### src/rtl/rs232_ctrl_monitor_if.sv
// rtl/rs232_ctrl_monitor_if.sv - signal bundle for the RS232 control-line monitor
//
// Purpose: groups the control-line inputs, mode/clear controls and the
// per-channel level/edge/LED outputs of rs232_ctrl_monitor.
// Ports (signals):
//   ctrl_in [N_CH] raw asynchronous control lines (bit 0 = DTR, bit 1 = RTS)
//   mode    [2]    LED mode: 00 level, 01 inverted level, 10 toggle, 11 stretch
//   clr     [1]    synchronous clear of toggle and stretch state
//   level   [N_CH] debounced line levels
//   rise    [N_CH] one-cycle pulse on an accepted 0->1 change
//   fall    [N_CH] one-cycle pulse on an accepted 1->0 change
//   led     [N_CH] LED drive
// Modports: master drives the inputs, slave is the monitor itself.
interface rs232_ctrl_monitor_if #(
  parameter int N_CH = 2
);
  logic [N_CH-1:0] ctrl_in;
  logic [1:0]      mode;
  logic            clr;
  logic [N_CH-1:0] level;
  logic [N_CH-1:0] rise;
  logic [N_CH-1:0] fall;
  logic [N_CH-1:0] led;

  modport master (
    output ctrl_in, mode, clr,
    input  level, rise, fall, led
  );

  modport slave (
    input  ctrl_in, mode, clr,
    output level, rise, fall, led
  );
endinterface

### src/rtl/rs232_ctrl_monitor.sv
// rtl/rs232_ctrl_monitor.sv - synchronise, debounce and edge-detect RS232 control lines
//
// Purpose: each channel of ctrl_in is passed through a SYNC_STAGES flop
// synchroniser, debounced (a new value must persist DEB_CYCLES cycles),
// edge-detected, and used to drive an LED in one of four display modes.
// Ports:
//   clk   system clock, the only clock in the block
//   rstn  asynchronous active-low reset
//   bus   rs232_ctrl_monitor_if.slave: ctrl_in, mode, clr in; level, rise,
//         fall, led out
module rs232_ctrl_monitor #(
  parameter int N_CH           = 2,
  parameter int SYNC_STAGES    = 2,
  parameter int DEB_CYCLES     = 1200,
  parameter int STRETCH_CYCLES = 1200000
) (
  input  logic                clk,
  input  logic                rstn,
  rs232_ctrl_monitor_if.slave bus
);

  localparam int DW = $clog2(DEB_CYCLES + 1);
  localparam int SW = $clog2(STRETCH_CYCLES + 1);

  logic [N_CH-1:0] sync_q [SYNC_STAGES];
  logic [N_CH-1:0] s;

  always_ff @(posedge clk or negedge rstn) begin
    if (!rstn) begin
      for (int i = 0; i < SYNC_STAGES; i++) sync_q[i] <= '0;
    end else begin
      sync_q[0] <= bus.ctrl_in;
      for (int i = 1; i < SYNC_STAGES; i++) sync_q[i] <= sync_q[i-1];
    end
  end

  assign s = sync_q[SYNC_STAGES-1];

  for (genvar c = 0; c < N_CH; c++) begin : g_ch
    logic [DW-1:0] deb_cnt;
    logic [SW-1:0] str_cnt;
    logic          lvl;
    logic          rse;
    logic          fll;
    logic          tog;
    logic          accept;
    logic          stretch_on;

    // The DEB_CYCLES-th consecutive cycle of disagreement accepts the new value.
    assign accept     = (s[c] != lvl) && (deb_cnt == DW'(DEB_CYCLES - 1));
    assign stretch_on = (str_cnt != '0);

    always_ff @(posedge clk or negedge rstn) begin
      if (!rstn) begin
        deb_cnt <= '0;
        str_cnt <= '0;
        lvl     <= 1'b0;
        rse     <= 1'b0;
        fll     <= 1'b0;
        tog     <= 1'b0;
      end else begin
        rse <= accept & s[c];
        fll <= accept & ~s[c];

        // Agreement (or acceptance) restarts the count, so any bounce starts over.
        if ((s[c] == lvl) || accept) deb_cnt <= '0;
        else                         deb_cnt <= deb_cnt + DW'(1);

        if (accept) lvl <= s[c];

        // clr beats a coincident edge for toggle/stretch; level still updates above.
        if (bus.clr) begin
          tog     <= 1'b0;
          str_cnt <= '0;
        end else begin
          if (accept && s[c]) tog <= ~tog;
          if (accept)                str_cnt <= SW'(STRETCH_CYCLES);
          else if (str_cnt != '0)    str_cnt <= str_cnt - SW'(1);
        end
      end
    end

    assign bus.level[c] = lvl;
    assign bus.rise[c]  = rse;
    assign bus.fall[c]  = fll;
    assign bus.led[c]   = (bus.mode == 2'b00) ? lvl  :
                          (bus.mode == 2'b01) ? ~lvl :
                          (bus.mode == 2'b10) ? tog  : stretch_on;
  end

endmodule

### src/flat_wrapper.sv
// flat-port wrapper written by rule: the top's interface ports become plain ports
module rs232_ctrl_monitor_flat 
#(
  parameter int N_CH           = 2,
  parameter int SYNC_STAGES    = 2,
  parameter int DEB_CYCLES     = 1200,
  parameter int STRETCH_CYCLES = 1200000
)
  (clk, rstn, bus_ctrl_in, bus_mode, bus_clr, bus_level, bus_rise, bus_fall, bus_led);
  rs232_ctrl_monitor_if #(.N_CH(N_CH)) bus_i ();
  input  logic clk;
  input  logic rstn;
  input wire logic [$bits(bus_i.ctrl_in)-1:0] bus_ctrl_in;
  input wire logic [$bits(bus_i.mode)-1:0] bus_mode;
  input wire logic [$bits(bus_i.clr)-1:0] bus_clr;
  output wire logic [$bits(bus_i.level)-1:0] bus_level;
  output wire logic [$bits(bus_i.rise)-1:0] bus_rise;
  output wire logic [$bits(bus_i.fall)-1:0] bus_fall;
  output wire logic [$bits(bus_i.led)-1:0] bus_led;
  assign bus_i.ctrl_in = bus_ctrl_in;
  assign bus_i.mode = bus_mode;
  assign bus_i.clr = bus_clr;
  assign bus_level = bus_i.level;
  assign bus_rise = bus_i.rise;
  assign bus_fall = bus_i.fall;
  assign bus_led = bus_i.led;
  rs232_ctrl_monitor #(.N_CH(N_CH), .SYNC_STAGES(SYNC_STAGES), .DEB_CYCLES(DEB_CYCLES), .STRETCH_CYCLES(STRETCH_CYCLES)) u_core (.clk(clk), .rstn(rstn), .bus(bus_i));
endmodule
### config.mk
export PLATFORM = sky130hd
export DESIGN_NAME = rs232_ctrl_monitor_flat
export DESIGN_NICKNAME = d
export VERILOG_FILES = /design/src/rtl/rs232_ctrl_monitor_if.sv /design/src/rtl/rs232_ctrl_monitor.sv /design/src/flat_wrapper.sv
export SDC_FILE = /design/constraint.sdc
export NUM_CORES = 1
export LEC_CHECK = 0
export ABC_AREA = 1
export CAP_MARGIN = 20
export CORE_MARGIN = 1.5
export CORE_UTILIZATION = 40
export DETAILED_ROUTE_END_ITERATION = 16
export GPL_ROUTABILITY_DRIVEN = 0
export GPL_TIMING_DRIVEN = 0
export SYNTH_ARGS = -nofsm -noshare
export SYNTH_HDL_FRONTEND = slang
export SYNTH_SLANG_ARGS = --single-unit
### constraint.sdc
create_clock -name clk -period 3.1 [get_ports clk]
set_input_delay 0.93 -clock clk [delete_from_list [all_inputs] [get_ports clk]]
set_output_delay 0.93 -clock clk [all_outputs]
set_load 0.01 [all_outputs]
==> qor.txt, run 1 <==
Tot GR Track Use -> 18.0%
Max H-tree Level -> 3
Fin. Hold Viols -> 0
1st-iter DRT viols -> 105
Setup TNS -> 0 ps
Async SR Flop Fraction -> 100%
Synthesis Warnings -> 0
crit-path max FO -> 7
status -> completed
Die Span Y -> 108 um
core area -> 0.0108 mm2
worst setup margin -> 128 ps
FF/Latch Area -> 0.00190 mm2
count leader, synth -> nor2_1
skew final -> 12.2 ps
number of global-route vias before repair -> 3619
Crit. Startpoint -> u_core.g_ch[0].str_cnt[0]$_DFFE_PN0P_
Leak -> 2.49 nW
period utilisation layout -> 95.9%
pin slew with the least headroom to its limit -> 547 ps
Min-Delay Path Class -> flop to flop
register area share after synthesis -> 43.1%
Max Clk Rate -> 336 MHz
Worst path max stage delay -> 440 ps
clock period minus worst slack -> 2970 ps
Most used DFF post-synth -> dfrtp_1
Cell variety after synth -> 33
Detailed Routing Iterations Pass 1 -> 4
hold path start -> u_core.sync_q[3]$_DFF_PN0_
post-synthesis mux area share -> 0%
# clock sinks -> 76
share of layout cells above drive strength 1 -> 11.4%
Post-DP Area -> 0.00475 mm2
CP required -> 2170 ps
Die ar. -> 0.0117 mm2
nets@finish -> 629
fin area -> 0.00500 mm2
Die Wd -> 108 um
routed len/inst -> 12.3 um
Setup CP Type -> flop to output pin
initial antenna violation count -> 0
synthesized-area fraction occupied by adder cells -> 1.70%
Max Cap Viol -> 0
Syn Std Cell Area -> 0.00441 mm2
CP endpoint kind -> output pin
Mapped Cells -> 584
ranking of synthesized cells by area -> dfrtp_1 (43%), nor2_1 (12%), nand2_1 (8.8%)
Critical Path Source Type -> flop
Synth Area in Compound Gates -> 4.85%
cell breakdown of the critical path -> inv_2 > ha_1 > nand3_1 > nor2_2 > nand3_4 > inv_1 > o21ai_0 > dlygate4sd2_1
CTS tree -> built
slowest CP cell -> dfrtp_1
Net Count, Synth -> 597
Final Total Pwr -> 4.69 mW
DP HPWL -> 6.89 mm
Worst path top cell family by delay -> buffers and inverters
Root Driver -> clkbuf_8
Critical Path AT -> 2040 ps
Via density -> 4.85
Post-synth EDFFs -> 0
Post-DRT Antenna Nets -> 0
I/O Pins -> 15
Simple-Gate Fraction of Synth Area -> 39.4%
Mean Syn Cell Area -> 7.56 um2
Post-synth top cells -> nor2_1 (141), nand2_1 (103), inv_1 (77), dfrtp_1 (76), nand3_1 (38)
# rows -> 38
first-pass GRT wire length -> 16.6 mm
largest net degree at the start of global routing -> 49
final setup vio count -> 0
post-layout util -> 46.3%
clk_lat worst skew -> 360 ps
XOR/XNOR share of the synthesized area -> 2.78%
Clk pin slew, worst setup/hold paths -> 80 ps
#FFs+latches synth -> 76
Placement Setup Slack -> -408 ps
Worst Path Buf+Inv -> 3
TritonCTS Buffers -> 9
gr ovfl total -> 0
Area Overhead vs Synth -> 13.3%
IO Port Bufs -> 14
CTS max path bufs -> 2
largest family of logic cells by synthesized area -> simple AND/OR/NAND/NOR gates
max-slew violation count -> 0
starting density of the core -> 40.9%
relative slew slack -> 63.6%
fill cell count -> 1041
Residual DRC -> 0
Yosys top cell area share -> 43.1%
antenna cell count -> 0
multi-input logic area -> 0.00215 mm2
vias after detailed routing -> 3689
Synth area leader -> dfrtp_1
pwr/cell area -> 938 mW/mm2
maximum VDD drop -> 492 uV
drt total wl -> 9.37 mm
r2r startpoint -> u_core.g_ch[1].str_cnt[0]$_DFFE_PN0P_
RSZ-0062 raised after global routing -> no
power breakdown:
group | switching [mW] | leakage, nW | internal, mW
Combinational | 1.53 | 1.36 | 0.885
Sequential | 0.232 | 1.03 | 1.22
Clock | 0.370 | 0.105 | 0.455
flip-flops by register name, summed over array words and instances, names as in the netlist:
name,count
u_core.s,2
u_core.g_ch.deb_cnt,22
u_core.g_ch.fll,2
u_core.g_ch.rse,2
u_core.sync_q,2
u_core.g_ch.tog,2
u_core.g_ch.lvl,2
u_core.g_ch.str_cnt,42
what timing repair did:
item,CTS,global route
gates cloned,0,0
hold buffers,0,0
setup endpoints to repair,2,2
buffers inserted,0,6
resized for setup,4,5
pin swaps,1,3
cells by family after synthesis:
| kind of cell | Yosys count |
|---|---|
| compound gates | 37 |
| fa+ha+maj | 6 |
| xor+xnor | 14 |
| simple gates | 363 |
| buf+inv | 88 |
| flops | 76 |
path summary, 6_finish.rpt:
kind,end,slack (ps),depth (start not counted)
worst max-delay path,bus_led[0],130,8
worst min-delay path,u_core.s[1]$_DFF_PN0_,360,0
worst max register to register,u_core.g_ch[1].str_cnt[8]$_DFFE_PN0P_,1220,9
worst min register to register,u_core.s[1]$_DFF_PN0_,360,0
max in group asynchronous,u_core.g_ch[0].str_cnt[13]$_DFFE_PN0P_,2020,2
min in group asynchronous,u_core.g_ch[1].deb_cnt[7]$_DFF_PN0_,500,1
placed cells by master (no fill, tap or decap), types with 2 or more instances in the layout:
cell type        count
nor3_4               2
buf_4               13
dfrtp_1             76
clkbuf_1             4
nor2_2               7
nand4_1             16
nand2_1            103
nor2_1             141
inv_1               75
clkbuf_8             9
nor3b_2              2
nand3_4              2
o21ai_4              2
o21ai_0              6
dlygate4sd2_1        2
bufinv_16            2
xnor2_1              4
a21oi_1             26
nor3b_1              8
nand2_2              6
inv_2                5
nand3_2              2
nor3_1              19
nor3_2               4
nand3_1             38
xor2_1              10
nand3b_1             3
ha_1                 6
clkdlybuf4s50_1      9
or2_2                2
nor2_4               6
area by class of cell:
type / instances / share of cell area [%]
clock buffers: 12 / 2.70
plain buffers: 8 / 1.20
inverters: 80 / 6.01
clock inverters: 4 / 1.48
multi-input cells: 420 / 43.0
repair buffers: 21 / 4.05
well taps: 140 / 3.50
flip-flops and latches: 76 / 38.0
worst register-to-register path: stages (launching register included):
cell and delay (ps):
dfrtp_1 420, inv_2 90, ha_1 150, inv_1 70, nor3_4 240, buf_4 150
buf_4 100, nand3_4 120, o21ai_4 330, nor2_1 90
stage by stage:
stage          instances  hold WS, ps
2_1_floorplan        584          331
3_3_place_gp         738          333
3_5_place_dp         739          343
4_1_cts              755          358
5_1_grt              761          366
6_report             761          359
routing by layer:
layer	share of wire [%]	GRT usage, %	vias to the layer above
li1	-	-	1910
met1	49	23.5	1719
met2	47	30.2	48
met3	2.4	2.41	12
met4	1.5	7.33	0
met5	0	0	-
Power figures use the tool's default switching activity.
==> inputs of run 2 (changes only) <==
==> constraint.sdc (replaced) <==
create_clock -name clk -period 2.5 [get_ports clk]
set_input_delay 0.75 -clock clk [delete_from_list [all_inputs] [get_ports clk]]
set_output_delay 0.75 -clock clk [all_outputs]
set_load 0.01 [all_outputs]
==> run 2 against run 1 <==
Clock power grew 25%. Sequential power rose by 24%. Critical path depth is the same. Largest power group unchanged.
==> qor.txt, run 2 (same netlist as run 1, synthesis figures left out) <==
most frequent cells in the layout -> nor2_1 (134), nand2_1 (102), dfrtp_1 (76)
Area Overhead vs Synth -> 16.0%
I/O Pins -> 15
Worst path max stage delay -> 400 ps
nets@finish -> 639
placed cell count -> 739
drt total wl -> 9.68 mm
Tot GR Track Use -> 18.6%
IO Port Bufs -> 14
Min-Delay Path Class -> input pin to asynchronous set/reset pin
worst setup margin -> 42.9 ps
gr ovfl total -> 0
Leak -> 2.54 nW
# rows -> 38
Die ar. -> 0.0117 mm2
r2r startpoint -> u_core.g_ch[1].str_cnt[0]$_DFFE_PN0P_
share of layout cells above drive strength 1 -> 15.8%
number of global-route vias before repair -> 3754
fin area -> 0.00512 mm2
clock period minus worst slack -> 2460 ps
period utilisation layout -> 98.3%
TritonCTS Buffers -> 9
largest net degree at the start of global routing -> 49
1st-iter DRT viols -> 122
crit path to -> bus_led[1]
Clk pin slew, worst setup/hold paths -> 80 ps
Residual DRC -> 0
relative slew slack -> 64.4%
max-slew violation count -> 0
number of cells on the critical path -> 8
Post-DRT Antenna Nets -> 0
Critical Path Source Type -> flop
core area -> 0.0108 mm2
routed len/inst -> 12.6 um
Root Driver -> clkbuf_8
post-route insts no fill -> 771
Detailed Routing Iterations Pass 1 -> 4
Die Wd -> 108 um
CP endpoint kind -> output pin
Via density -> 4.85
Critical Path AT -> 1710 ps
most frequent CP cell -> inv_2
Worst path top cell family by delay -> flip-flops
Post-DP Area -> 0.00475 mm2
Max Clk Rate -> 407 MHz
starting density of the core -> 40.9%
slowest CP cell -> dfrtp_1
CP required -> 1750 ps
maximum VDD drop -> 903 uV
crit-path max FO -> 2
CTS max path bufs -> 2
CTS tree -> built
cell breakdown of the critical path -> inv_2 > ha_4 > inv_2 > nor3_4 > nand4_4 > a21oi_2 > nor2_2 > buf_2
r2r setup slk -> 630 ps
Max H-tree Level -> 3
Die Span Y -> 108 um
DP HPWL -> 6.89 mm
Placement Setup Slack -> -648 ps
Crit. Startpoint -> u_core.g_ch[1].str_cnt[0]$_DFFE_PN0P_
commonest non-fill, non-tap cell in the layout -> nor2_1
status -> completed
Biggest register -> u_core.g_ch.str_cnt
antenna cell count -> 0
initial antenna violation count -> 0
max reg flops -> 42
pwr/cell area -> 1190 mW/mm2
RSZ-0062 raised after global routing -> yes
vias after detailed routing -> 3741
Fin. Hold Viols -> 0
FF-to-FF path depth -> 11
clk_lat worst skew -> 360 ps
first-pass GRT wire length -> 17.1 mm
Final Total Pwr -> 6.10 mW
Worst Path Buf+Inv -> 3
Setup CP Type -> flop to output pin
final setup vio count -> 0
largest registers -> u_core.g_ch.str_cnt: 42 flops, u_core.g_ch.deb_cnt: 22 flops
RR Endpoint -> u_core.g_ch[1].str_cnt[16]$_DFFE_PN0P_
pin slew with the least headroom to its limit -> 534 ps
# clock sinks -> 76
fill cell count -> 1017
skew final -> 13.8 ps
Max Cap Viol -> 0
-- run 2: cell types whose count changed in the layout (fill, tap and decap cells not counted), moves of 4 or more --
cell / change
inv_2: +4
nor2_1: -7
buf_4: +10
nor2_2: +6
inv_1: -4
-- run 2: cell type report --
class                           count  area (um2)  area share (%)
Clock buffer                       12         135            2.64
Inverter                           80         300            5.87
Buffer                              8        60.1            1.17
Sequential cell                    76        1900            37.2
Multi-Input combinational cell    420        2200            43.0
Clock inverter                      4        73.8            1.44
Tap cell                          140         175            3.42
Timing Repair Buffer               31         272            5.31
-- run 2: report_power, final --
group | leakage [nW] | internal [mW] | switching, mW
Sequential | 1.03 | 1.51 | 0.284
Clock | 0.105 | 0.564 | 0.465
Combinational | 1.41 | 1.26 | 2.01
-- run 2: stage by stage --
step	TNS, ps	hold WS [ps]	utilization (%)
after floorplan	0	331	-
after global placement	-162160	333	43.8
after detailed placement	-1290	343	44.0
after CTS	0	318	46.9
after global routing	-78.5	337	47.4
final	0	316	47.4
-- run 2: routing by layer --
metal | up-vias | global-route usage, % | share of wire [%]
li1 | 1934 | - | -
met1 | 1742 | 24.0 | 48
met2 | 49 | 31.3 | 47
met3 | 16 | 2.53 | 2.7
met4 | 0 | 7.99 | 1.9
met5 | - | 0 | 0
-- run 2: worst min-delay path by stage --
stage / from / to / slack [ps] / depth (start not counted)
after floorplan: u_core.sync_q[2]$_DFF_PN0_ / u_core.s[0]$_DFF_PN0_ / 330 / 0
after detailed placement: u_core.sync_q[2]$_DFF_PN0_ / u_core.s[0]$_DFF_PN0_ / 340 / 0
after CTS: rstn / u_core.g_ch[1].deb_cnt[7]$_DFF_PN0_ / 320 / 1
after global placement: u_core.sync_q[2]$_DFF_PN0_ / u_core.s[0]$_DFF_PN0_ / 330 / 0
final: rstn / u_core.g_ch[1].deb_cnt[7]$_DFF_PN0_ / 320 / 1
after global routing: rstn / u_core.g_ch[1].deb_cnt[4]$_DFF_PN0_ / 340 / 1
-- run 2: repair_timing --
action / in CTS / in global routing
setup buffers: 13 / 3
gates resized for setup: 19 / 17
pin swaps: 6 / 8
setup endpoints to repair: 2 / 2
hold buffers: 0 / 0
